[src/rtl/galaga_input_pkg.sv]
// Shared constants for the galaga input conditioning stage: PS/2 scancodes,
// joystick bit positions and the coin/start sequencer states.
package galaga_input_pkg;

    localparam logic [7:0] KEY_UP    = 8'h75;
    localparam logic [7:0] KEY_DOWN  = 8'h72;
    localparam logic [7:0] KEY_LEFT  = 8'h6B;
    localparam logic [7:0] KEY_RIGHT = 8'h74;
    localparam logic [7:0] KEY_SPACE = 8'h29;
    localparam logic [7:0] KEY_CTRL  = 8'h14;
    localparam logic [7:0] KEY_F1    = 8'h05;
    localparam logic [7:0] KEY_F2    = 8'h06;

    localparam int unsigned JOY_RIGHT  = 0;
    localparam int unsigned JOY_LEFT   = 1;
    localparam int unsigned JOY_DOWN   = 2;
    localparam int unsigned JOY_UP     = 3;
    localparam int unsigned JOY_FIRE   = 4;
    localparam int unsigned JOY_START1 = 5;
    localparam int unsigned JOY_START2 = 6;

    typedef enum logic [1:0] {IDLE, COIN, GAP, START} seq_state_t;

endpackage

[src/rtl/input_seq_timer.sv]
// Loadable down-counter with a zero flag; decrements saturate at zero.
module input_seq_timer #(
    parameter int unsigned TMR_W = 24
) (
    input  logic             clk_sys,
    input  logic             reset_n,
    input  logic             load,
    input  logic [TMR_W-1:0] load_val,
    input  logic             dec,
    output logic [TMR_W-1:0] count,
    output logic             zero
);

    logic [TMR_W-1:0] count_q;

    always_ff @(posedge clk_sys or negedge reset_n) begin
        if (!reset_n) begin
            count_q <= '0;
        end else if (load) begin
            count_q <= load_val;
        end else if (dec && (count_q != '0)) begin
            count_q <= count_q - 1'b1;
        end
    end

    assign count = count_q;
    assign zero  = (count_q == '0);

endmodule

[src/rtl/galaga_input_ctrl.sv]
// PS/2 + joystick input conditioning and coin/start sequencer for the galaga core.
// Define AUTOFIRE_EN to turn a held fire request into a square wave.
module galaga_input_ctrl
    import galaga_input_pkg::*;
#(
    parameter int unsigned COIN_ON_CYC  = 1800000,
    parameter int unsigned COIN_GAP_CYC = 3600000,
    parameter int unsigned START_CYC    = 1800000,
    parameter int unsigned AUTOFIRE_CYC = 1200000,
    parameter int unsigned TMR_W        = 24
) (
    input  logic        clk_sys,
    input  logic        reset_n,
    input  logic [10:0] ps2_key,
    input  logic [15:0] joystick_0,
    input  logic [15:0] joystick_1,
    input  logic        rotate,
    output logic        coin,
    output logic        start1,
    output logic        start2,
    output logic        left,
    output logic        right,
    output logic        fire,
    output logic        busy
);

    localparam logic [TMR_W-1:0] COIN_RELOAD  = TMR_W'(COIN_ON_CYC - 1);
    localparam logic [TMR_W-1:0] GAP_RELOAD   = TMR_W'(COIN_GAP_CYC - 1);
    localparam logic [TMR_W-1:0] START_RELOAD = TMR_W'(START_CYC - 1);

    logic [15:0] joy;
    assign joy = joystick_0 | joystick_1;

    // PS/2 event decode and key latches
    logic old_tog_q, primed_q, ps2_evt;
    logic key_up_q, key_down_q, key_left_q, key_right_q;
    logic key_space_q, key_ctrl_q, key_f1_q, key_f2_q;

    assign ps2_evt = primed_q && (ps2_key[10] != old_tog_q);

    always_ff @(posedge clk_sys or negedge reset_n) begin
        if (!reset_n) begin
            old_tog_q   <= 1'b0;
            primed_q    <= 1'b0;
            key_up_q    <= 1'b0;
            key_down_q  <= 1'b0;
            key_left_q  <= 1'b0;
            key_right_q <= 1'b0;
            key_space_q <= 1'b0;
            key_ctrl_q  <= 1'b0;
            key_f1_q    <= 1'b0;
            key_f2_q    <= 1'b0;
        end else begin
            old_tog_q <= ps2_key[10];
            primed_q  <= 1'b1;
            if (ps2_evt) begin
                // Arrows arrive with or without the E0 prefix; the rest must be plain.
                case (ps2_key[7:0])
                    KEY_UP:    key_up_q    <= ps2_key[9];
                    KEY_DOWN:  key_down_q  <= ps2_key[9];
                    KEY_LEFT:  key_left_q  <= ps2_key[9];
                    KEY_RIGHT: key_right_q <= ps2_key[9];
                    KEY_SPACE: if (!ps2_key[8]) key_space_q <= ps2_key[9];
                    KEY_CTRL:  if (!ps2_key[8]) key_ctrl_q  <= ps2_key[9];
                    KEY_F1:    if (!ps2_key[8]) key_f1_q    <= ps2_key[9];
                    KEY_F2:    if (!ps2_key[8]) key_f2_q    <= ps2_key[9];
                    default: ;
                endcase
            end
        end
    end

    // Direction merge and orientation remap
    logic left_d, right_d, fire_raw;
    logic left_q, right_q, fire_q;

    always_comb begin
        left_d  = key_left_q | joy[JOY_LEFT];
        right_d = key_right_q | joy[JOY_RIGHT];
        if (rotate) begin
            left_d  = key_down_q | joy[JOY_DOWN];
            right_d = key_up_q | joy[JOY_UP];
        end
    end

    assign fire_raw = key_space_q | key_ctrl_q | joy[JOY_FIRE];

    always_ff @(posedge clk_sys or negedge reset_n) begin
        if (!reset_n) begin
            left_q  <= 1'b0;
            right_q <= 1'b0;
        end else begin
            left_q  <= left_d;
            right_q <= right_d;
        end
    end

`ifdef AUTOFIRE_EN
    logic             af_held_q, af_load, af_dec, af_zero;
    logic [TMR_W-1:0] af_count;

    // Reload on release, on the press edge and on every phase flip.
    assign af_load = !fire_raw || !af_held_q || af_zero;
    assign af_dec  = fire_raw && af_held_q && !af_zero;

    input_seq_timer #(
        .TMR_W(TMR_W)
    ) u_af_timer (
        .clk_sys (clk_sys),
        .reset_n (reset_n),
        .load    (af_load),
        .load_val(TMR_W'(AUTOFIRE_CYC - 1)),
        .dec     (af_dec),
        .count   (af_count),
        .zero    (af_zero)
    );

    always_ff @(posedge clk_sys or negedge reset_n) begin
        if (!reset_n) begin
            af_held_q <= 1'b0;
            fire_q    <= 1'b0;
        end else begin
            af_held_q <= fire_raw;
            if (!fire_raw) begin
                fire_q <= 1'b0;
            end else if (!af_held_q) begin
                fire_q <= 1'b1;
            end else if (af_zero) begin
                fire_q <= !fire_q;
            end
        end
    end
`else
    always_ff @(posedge clk_sys or negedge reset_n) begin
        if (!reset_n) begin
            fire_q <= 1'b0;
        end else begin
            fire_q <= fire_raw;
        end
    end
`endif

    // Start requests and rising-edge detection
    logic s1, s2, s1_q, s2_q, s1_rise, s2_rise;

    assign s1      = key_f1_q | joy[JOY_START1];
    assign s2      = key_f2_q | joy[JOY_START2];
    assign s1_rise = s1 & ~s1_q;
    assign s2_rise = s2 & ~s2_q;

    // Coin/start sequencer
    seq_state_t       state_q, state_d;
    logic             sel_p2_q, sel_p2_d;
    logic             tmr_load, tmr_dec, tmr_zero;
    logic [TMR_W-1:0] tmr_val, seq_count;

    input_seq_timer #(
        .TMR_W(TMR_W)
    ) u_seq_timer (
        .clk_sys (clk_sys),
        .reset_n (reset_n),
        .load    (tmr_load),
        .load_val(tmr_val),
        .dec     (tmr_dec),
        .count   (seq_count),
        .zero    (tmr_zero)
    );

    always_comb begin
        state_d  = state_q;
        sel_p2_d = sel_p2_q;
        tmr_load = 1'b0;
        tmr_val  = '0;
        tmr_dec  = 1'b0;
        unique case (state_q)
            IDLE: begin
                // Edges outside IDLE are dropped rather than queued.
                if (s1_rise || s2_rise) begin
                    state_d  = COIN;
                    sel_p2_d = !s1_rise;
                    tmr_load = 1'b1;
                    tmr_val  = COIN_RELOAD;
                end
            end
            COIN: begin
                if (tmr_zero) begin
                    state_d  = GAP;
                    tmr_load = 1'b1;
                    tmr_val  = GAP_RELOAD;
                end else begin
                    tmr_dec = 1'b1;
                end
            end
            GAP: begin
                if (tmr_zero) begin
                    state_d  = START;
                    tmr_load = 1'b1;
                    tmr_val  = START_RELOAD;
                end else begin
                    tmr_dec = 1'b1;
                end
            end
            START: begin
                if (tmr_zero) begin
                    state_d = IDLE;
                end else begin
                    tmr_dec = 1'b1;
                end
            end
            default: state_d = IDLE;
        endcase
    end

    always_ff @(posedge clk_sys or negedge reset_n) begin
        if (!reset_n) begin
            state_q  <= IDLE;
            sel_p2_q <= 1'b0;
            s1_q     <= 1'b0;
            s2_q     <= 1'b0;
        end else begin
            state_q  <= state_d;
            sel_p2_q <= sel_p2_d;
            s1_q     <= s1;
            s2_q     <= s2;
        end
    end

    logic idle;
    assign idle   = (state_q == IDLE);
    assign coin   = (state_q == COIN);
    assign busy   = !idle;
    assign start1 = ((state_q == START) && !sel_p2_q) || (s1 && idle);
    assign start2 = ((state_q == START) && sel_p2_q) || (s2 && idle);
    assign left   = left_q;
    assign right  = right_q;
    assign fire   = fire_q;

    logic unused_bits;
`ifdef AUTOFIRE_EN
    assign unused_bits = ^{joy[15:7], seq_count, af_count};
`else
    assign unused_bits = ^{joy[15:7], seq_count};
`endif

endmodule

[config.mk]
export PLATFORM = sky130hd
export DESIGN_NAME = galaga_input_ctrl
export DESIGN_NICKNAME = d
export VERILOG_FILES = /design/src/rtl/galaga_input_pkg.sv /design/src/rtl/input_seq_timer.sv /design/src/rtl/galaga_input_ctrl.sv
export SDC_FILE = /design/constraint.sdc
export NUM_CORES = 1
export LEC_CHECK = 0
export CORE_UTILIZATION = 35
export CTS_BUF_LIST = sky130_fd_sc_hd__clkbuf_8
export CTS_CLUSTER_SIZE = 40
export DETAILED_ROUTE_END_ITERATION = 12
export DONT_BUFFER_PORTS = 1
export PLACE_DENSITY = 0.55
export SYNTH_ARGS = -nofsm -noshare
export SYNTH_HDL_FRONTEND = slang
export SYNTH_SLANG_ARGS = --single-unit
[constraint.sdc]
create_clock -name clk_sys -period 2.99 [get_ports clk_sys]
set_clock_uncertainty 0.15 [all_clocks]
set_input_delay 0.299 -clock clk_sys [delete_from_list [all_inputs] [get_ports clk_sys]]
set_output_delay 0.299 -clock clk_sys [all_outputs]
set_load 0.02 [all_outputs]
==> flow_metrics.env, run 1 <==
export IMPL_outcome="finished clean"
export IMPL_fin_crit_ns=2.87
export IMPL_synth_top_cells_by_area="sky130_fd_sc_hd__dfrtp_1, sky130_fd_sc_hd__o22a_1, sky130_fd_sc_hd__mux2_2, sky130_fd_sc_hd__ha_1, sky130_fd_sc_hd__nor2_1"
export IMPL_rr_startpoint="u_seq_timer.count[17]$_DFFE_PN0P_"
export IMPL_cp_startpoint="u_seq_timer.count[17]$_DFFE_PN0P_"
export IMPL_fin_crit_sh_pct=96.1
export IMPL_postSynthRegisterBits=42
export IMPL_timing_final_setup_violations=0
export IMPL_grt_start_max_net_pins=43
export IMPL_cts_resized=0
export IMPL_initial_core_utilization_pct=36.3
export IMPL_tritoncts="yes"
export IMPL_vdd_ir_drop_max_mv=0.309
export IMPL_count_of_vias_placed_by_the_detailed_router=2202
export IMPL_overflow=0
export IMPL_synth_top_flop_cell="sky130_fd_sc_hd__dfrtp_1"
export IMPL_critPathRequiredTime_ns=3.08
export IMPL_grt_antenna_before_repair=0
export IMPL_viasPerCell=5.72
export IMPL_diodes=0
export IMPL_post_synthesis_average_cell_area_um2=9.97
export IMPL_detail_route_first_pass_iterations=4
export IMPL_gp_congestion=0.758
export IMPL_syn_inst=264
export IMPL_synth_net_count=317
export IMPL_num_rows=31
export IMPL_die_height_um=88.7
export IMPL_achievable_frequency_mhz=348
export IMPL_die_area_um2=7870
export IMPL_routed_wire_length_per_instance_um=16.2
export IMPL_cell_area_after_technology_mapping_um2=2630
export IMPL_die_wd_um=88.7
export IMPL_htree_levels=2
export IMPL_slew_headroom_pct=38.9
export IMPL_root_buffer="sky130_fd_sc_hd__clkbuf_8"
export IMPL_io_buffers=0
export IMPL_critPathKind="reg2reg"
export IMPL_netlist_cell_type_count=58
export IMPL_worstSetupEndpointType="register"
export IMPL_post_route_drc_count=0
export IMPL_placeableCoreArea_um2=7250
export IMPL_clk_latency_ns=0.30
export IMPL_design_final_nets=338
export IMPL_clock_pin_slew_on_the_worst_setup_and_hold_paths_ns=0.09
export IMPL_cts_buffers=5
export IMPL_maxSlewViolCount=0
export IMPL_cap_violations=0
export IMPL_grt_setup_unrepaired="no"
export IMPL_place_worst_setup_slack_ns=0.139
export IMPL_synthesis_yosys_warnings=0
export IMPL_p_per_area_nw_per_um2=378
export IMPL_syn2layout_area_growth_pct=15.5
export IMPL_max_fanout_on_critical_path=27
export IMPL_drt_wl_total_um=6240
export IMPL_worst_endpoint_arrival_ns=2.96
export IMPL_setup_tns_ns=0
export IMPL_synth_edf_count=0
export IMPL_ports=53
export IMPL_cts_sink_count=42
export IMPL_share_of_the_synthesized_area_in_the_top_cell_type_pct=39.9
export IMPL_first_global_vias=2164
export IMPL_tightestPinTransition_ns=0.917
export IMPL_worst_hold_startpoint="joystick_0[1]"
export IMPL_cts_max_path_buffers=2
export IMPL_synth_area_leader_cell="sky130_fd_sc_hd__dfrtp_1"
export IMPL_ys_seq_area_share_pct=39.9
export IMPL_power_leakage_nw=1.23
export IMPL_ys_async_sr_fraction_pct=100
export IMPL_post_route_cells_drive_above_1_share_pct=18.5
export IMPL_first_iter_violations=138
export IMPL_final_hold_viol_count=0
export IMPL_min_path_type="in2reg"
export IMPL_antenna_violating_nets_post_route=0
export IMPL_layout_setup_ws_ns=0.118
export IMPL_setup_worst_path_start_class="register"
export IMPL_global_route_wire_length_before_repair_um=10400
export IMPL_grt_usage_pct=17.4
export IMPL_place_detailed_hpwl_um=4500
Yosys cell counts (all sizes together) (2+ instances only):
library cell / instances
mux2: 10
and2: 2
o21a: 11
mux2i: 2
a221oi: 2
nor2b: 2
a21oi: 9
a2bb2oi: 4
or4: 9
a31oi: 11
o22a: 12
or4b: 2
nand4: 3
inv: 14
or3: 5
o211a: 2
xnor2: 2
nand4b: 2
nor2: 23
nor3: 16
buf: 8
nor4: 10
nand2b: 2
o32ai: 4
and3: 2
or2: 4
o31ai: 2
clkbuf: 3
o21ai: 4
nor3b: 3
a2111oi: 2
nor4bb: 2
dfrtp: 42
nand3: 6
ha: 7
nand2: 7
o22ai: 2
per-stage QoR:
step           total power [mW]  utilization, %  instances  instance area, µm²  hold slack [ns]
2_1_floorplan             0.662               -        264                2630           -0.147
3_3_place_gp              0.676            39.2        370                2840           -0.144
3_5_place_dp              0.677            39.2        370                2840           -0.143
4_1_cts                    1.17            41.9        385                3040          0.00300
5_1_grt                    1.20            41.9        385                3040           0.0149
6_report                   1.15            41.9        385                3040           0.0189
layout make-up:
cell class / instances / area (µm²)
clock buffer: 5 / 68.8
clock inverter: 3 / 45.0
fill: 719 / 4210
inverter: 14 / 52.6
multi-input combinational: 197 / 1470
sequential: 42 / 1050
tap: 99 / 124
timing repair buffer: 25 / 235
power by group:
| group | total, mW | internal [mW] | leakage (nW) | switching, mW |
|---|---|---|---|---|
| logic | 0.0799 | 0.0396 | 0.673 | 0.0403 |
| clock network | 0.462 | 0.249 | 0.0504 | 0.213 |
| registers | 0.609 | 0.587 | 0.503 | 0.0219 |
final timing paths:
kind / end / cells after the start / slack (ns)
min reg2reg: key_space_q$_DFFE_PN0P_ / 1 / 0.36
min: left$_DFF_PN0_ / 2 / 0.02
max reg2reg: u_seq_timer.count[2]$_DFFE_PN0P_ / 6 / 0.12
max: u_seq_timer.count[2]$_DFFE_PN0P_ / 6 / 0.12
min in group asynchronous: u_seq_timer.count[1]$_DFFE_PN0P_ / 2 / 0.34
max in group asynchronous: key_f2_q$_DFFE_PN0P_ / 2 / 2.12
state kept, by name, summed over array words and instances, names as in the netlist:
name               count
u_seq_timer.count     24
state_q                2
fire                   1
key_ctrl_q             1
key_down_q             1
key_f1_q               1
key_f2_q               1
key_left_q             1
key_right_q            1
key_space_q            1
key_up_q               1
left                   1
old_tog_q              1
primed_q               1
right                  1
s1_q                   1
s2_q                   1
sel_p2_q               1
critical path, stage by stage, from the launching register on:
cell	delay, ns
sky130_fd_sc_hd__dfrtp_1	0.42
sky130_fd_sc_hd__or4_4	0.59
sky130_fd_sc_hd__or4_4	0.61
sky130_fd_sc_hd__o32ai_4	0.31
sky130_fd_sc_hd__buf_12	0.22
sky130_fd_sc_hd__or2_1	0.28
sky130_fd_sc_hd__o221a_1	0.22
metal layers:
layer | vias up | global-route usage (%) | share of wire (%)
li1 | 1056 | - | -
met1 | 1090 | 22.8 | 48
met2 | 54 | 28.7 | 48
met3 | 2 | 3.36 | 4.2
met4 | 0 | 5.87 | 0.37
met5 | - | 0 | 0
repair_timing:
item / CTS / global route
endpoints found under the setup margin: 0 / 0
hold buffers: 7 / 0
hold endpoints to repair: 54 / 0
buffers inserted: 0 / 0
cells by family after synthesis:
kind of cell             count (synthesis)  share of synthesized area, %
AO/OA/AOI/OAI                           72                          22.8
XOR/XNOR                                 3                         0.998
adder cells (fa/ha/maj)                  7                          3.33
buffers and inverters                   25                          4.42
flip-flops                              42                          39.9
multiplexers                            12                          5.04
other                                    1                         0.142
AND/OR/NAND/NOR                        102                          23.4
layout by cell type, fill, tap and decap left out, types with 7 or more instances in the layout:
cell type	n
sky130_fd_sc_hd__a21oi_1	9
sky130_fd_sc_hd__a31oi_1	11
sky130_fd_sc_hd__buf_4	17
sky130_fd_sc_hd__dfrtp_1	42
sky130_fd_sc_hd__ha_1	7
sky130_fd_sc_hd__inv_1	14
sky130_fd_sc_hd__mux2_2	9
sky130_fd_sc_hd__nand2_1	7
sky130_fd_sc_hd__nor2_1	23
sky130_fd_sc_hd__nor3_1	16
sky130_fd_sc_hd__nor4_1	8
sky130_fd_sc_hd__o21a_1	11
sky130_fd_sc_hd__o22a_1	12
Note: power is estimated with default switching activity, not from simulation.
==> run 2, diff against run 1 <==
--- a/config.mk
+++ b/config.mk
@@ -10,7 +10,7 @@
 export CTS_CLUSTER_SIZE = 40
 export DETAILED_ROUTE_END_ITERATION = 12
 export DONT_BUFFER_PORTS = 1
-export PLACE_DENSITY = 0.55
+export PLACE_DENSITY = 0.6
 export SYNTH_ARGS = -nofsm -noshare
 export SYNTH_HDL_FRONTEND = slang
 export SYNTH_SLANG_ARGS = --single-unit
==> flow_metrics.env, run 2 (same netlist as run 1, synthesis figures left out) <==
export IMPL_outcome="finished clean"
export IMPL_first_global_vias=1988
export IMPL_initial_core_utilization_pct=36.3
export IMPL_global_route_wire_length_before_repair_um=10100
export IMPL_rrSetupSlack_ns=0.18
export IMPL_grtUsageMet2_pct=25.7
export IMPL_viasPerCell=5.71
export IMPL_cp_num_cells=6
export IMPL_achievable_frequency_mhz=356
export IMPL_grt_setup_unrepaired="no"
export IMPL_root_buffer="sky130_fd_sc_hd__clkbuf_8"
export IMPL_count_of_vias_placed_by_the_detailed_router=2182
export IMPL_worst_endpoint_arrival_ns=2.87
export IMPL_timing_final_setup_violations=0
export IMPL_antenna_violating_nets_post_route=0
export IMPL_design_final_nets=336
export IMPL_r2r_cells=6
export IMPL_finish_instance_area_um2=3000
export IMPL_worst_path_dominant_cell_family="simple AND/OR/NAND/NOR gates"
export IMPL_tritoncts="yes"
export IMPL_syn2layout_area_growth_pct=13.9
export IMPL_setup_tns_ns=0
export IMPL_diodes=0
export IMPL_slew_headroom_pct=57.2
export IMPL_grt_use_met3_pct=3.73
export IMPL_critPathMaxStageDelay_ns=0.60
export IMPL_die_area_um2=7870
export IMPL_final_hold_viol_count=0
export IMPL_grt_usage_pct=16.7
export IMPL_clk_latency_ns=0.30
export IMPL_max_fanout_on_critical_path=27
export IMPL_vdd_ir_drop_max_mv=0.210
export IMPL_min_path_type="in2reg"
export IMPL_maxSlewViolCount=0
export IMPL_rr_startpoint="u_seq_timer.count[17]$_DFFE_PN0P_"
export IMPL_fin_crit_sh_pct=94.0
export IMPL_fin_crit_ns=2.81
export IMPL_power_leakage_nw=1.21
export IMPL_cts_sink_count=42
export IMPL_cap_violations=0
export IMPL_grt_start_max_net_pins=43
export IMPL_path_buf_inv=1
export IMPL_critPathRequiredTime_ns=3.05
export IMPL_layout_cells_most_common="sky130_fd_sc_hd__dfrtp_1"
export IMPL_io_buffers=0
export IMPL_critical_path_endpoint="u_seq_timer.count[18]$_DFFE_PN0P_"
export IMPL_first_iter_violations=108
export IMPL_setup_worst_path_start_class="register"
export IMPL_die_height_um=88.7
export IMPL_htree_levels=2
export IMPL_num_rows=31
export IMPL_worstSetupEndpointType="register"
export IMPL_drt_wl_total_um=6150
export IMPL_rr_endpoint="u_seq_timer.count[18]$_DFFE_PN0P_"
export IMPL_critPathSlowestCell="sky130_fd_sc_hd__or4_4"
export IMPL_cts_buffers=5
export IMPL_critPathKind="reg2reg"
export IMPL_largest_register_ff_count=24
export IMPL_ports=53
export IMPL_gp_congestion=0.810
export IMPL_routed_wire_length_per_instance_um=16.1
export IMPL_cts_max_path_buffers=2
export IMPL_cp_startpoint="u_seq_timer.count[17]$_DFFE_PN0P_"
export IMPL_grt_busiest_layer="met2"
export IMPL_tightestPinTransition_ns=0.633
export IMPL_timing_critical_path_cells="or4_4 > or4_4 > o32ai_4 > buf_12 > a2bb2o_4 > a221oi_2"
export IMPL_detail_route_first_pass_iterations=4
export IMPL_clock_pin_slew_on_the_worst_setup_and_hold_paths_ns=0.08
export IMPL_post_cts_repair_setup_buffers=0
export IMPL_p_per_area_nw_per_um2=347
export IMPL_timing_critical_path_mode_cell="sky130_fd_sc_hd__or4_4"
export IMPL_overflow=0
export IMPL_routing_usage_on_met1_pct=23.9
export IMPL_post_route_drc_count=0
export IMPL_num_fill_cells=719
export IMPL_placed_area_um2=2820
export IMPL_die_wd_um=88.7
export IMPL_grt_antenna_before_repair=0
export IMPL_placeableCoreArea_um2=7250
export IMPL_post_route_cells_drive_above_1_share_pct=17.3
export IMPL_most_common_layout_cells="sky130_fd_sc_hd__dfrtp_1, sky130_fd_sc_hd__nor2_1, sky130_fd_sc_hd__nor3_1"
export IMPL_place_detailed_hpwl_um=4330
-- run 2: stage by stage --
step                hold slack [ns]  instances  worst slack [ns]  power (mW)  utilization (%)
floorplan                    -0.147        264             0.313       0.662                -
global placement             -0.144        367             0.119       0.675             38.8
detailed placement           -0.144        367             0.112       0.677             38.8
CTS                        0.000748        381            0.0888        1.06             41.2
global route                 0.0347        382             0.126        1.09             41.3
finish                       0.0330        382             0.178        1.04             41.3
-- run 2: metal layers --
metal  vias up  wire length [µm]
li1       1050                 -
met1      1061              3040
met2        65              2750
met3         6               298
met4         0                63
met5         -                 0
-- run 2: what timing repair did --
| item | 4_1_cts | 5_1_grt |
|---|---|---|
| hold buffers | 7 | 1 |
| hold endpoints to repair | 52 | 2 |
| gates resized for setup | 0 | 1 |
| endpoints found under the setup margin | 0 | 1 |
-- run 2: how the worst min path moves through the flow --
stage	endpoint	start	slack [ns]	cells past startpoint
floorplan	fire$_DFF_PN0_	reset_n	-0.15	0
global placement	u_seq_timer.count[1]$_DFFE_PN0P_	reset_n	-0.14	0
detailed placement	u_seq_timer.count[1]$_DFFE_PN0P_	reset_n	-0.14	0
CTS	key_space_q$_DFFE_PN0P_	ps2_key[9]	0.0007	1
global route	right$_DFF_PN0_	rotate	0.03	2
finish	right$_DFF_PN0_	rotate	0.03	2
-- run 2: report_power, final --
group / leakage, nW / switching [mW] / total [mW] / internal, mW
sequential: 0.503 / 0.0223 / 0.609 / 0.587
clock: 0.0414 / 0.194 / 0.351 / 0.157
combinational: 0.665 / 0.0406 / 0.0805 / 0.0399
total: 1.21 / 0.257 / 1.04 / 0.784
-- run 2: cell type report --
class	instances	area (µm²)	area share [%]
clock buffer	5	68.8	2.30
timing repair buffer	23	223	7.43
clock inverter	2	11.3	0.376
tap	99	124	4.13
multi-input combinational	197	1470	49.0
inverter	14	52.6	1.75
sequential	42	1050	35.1
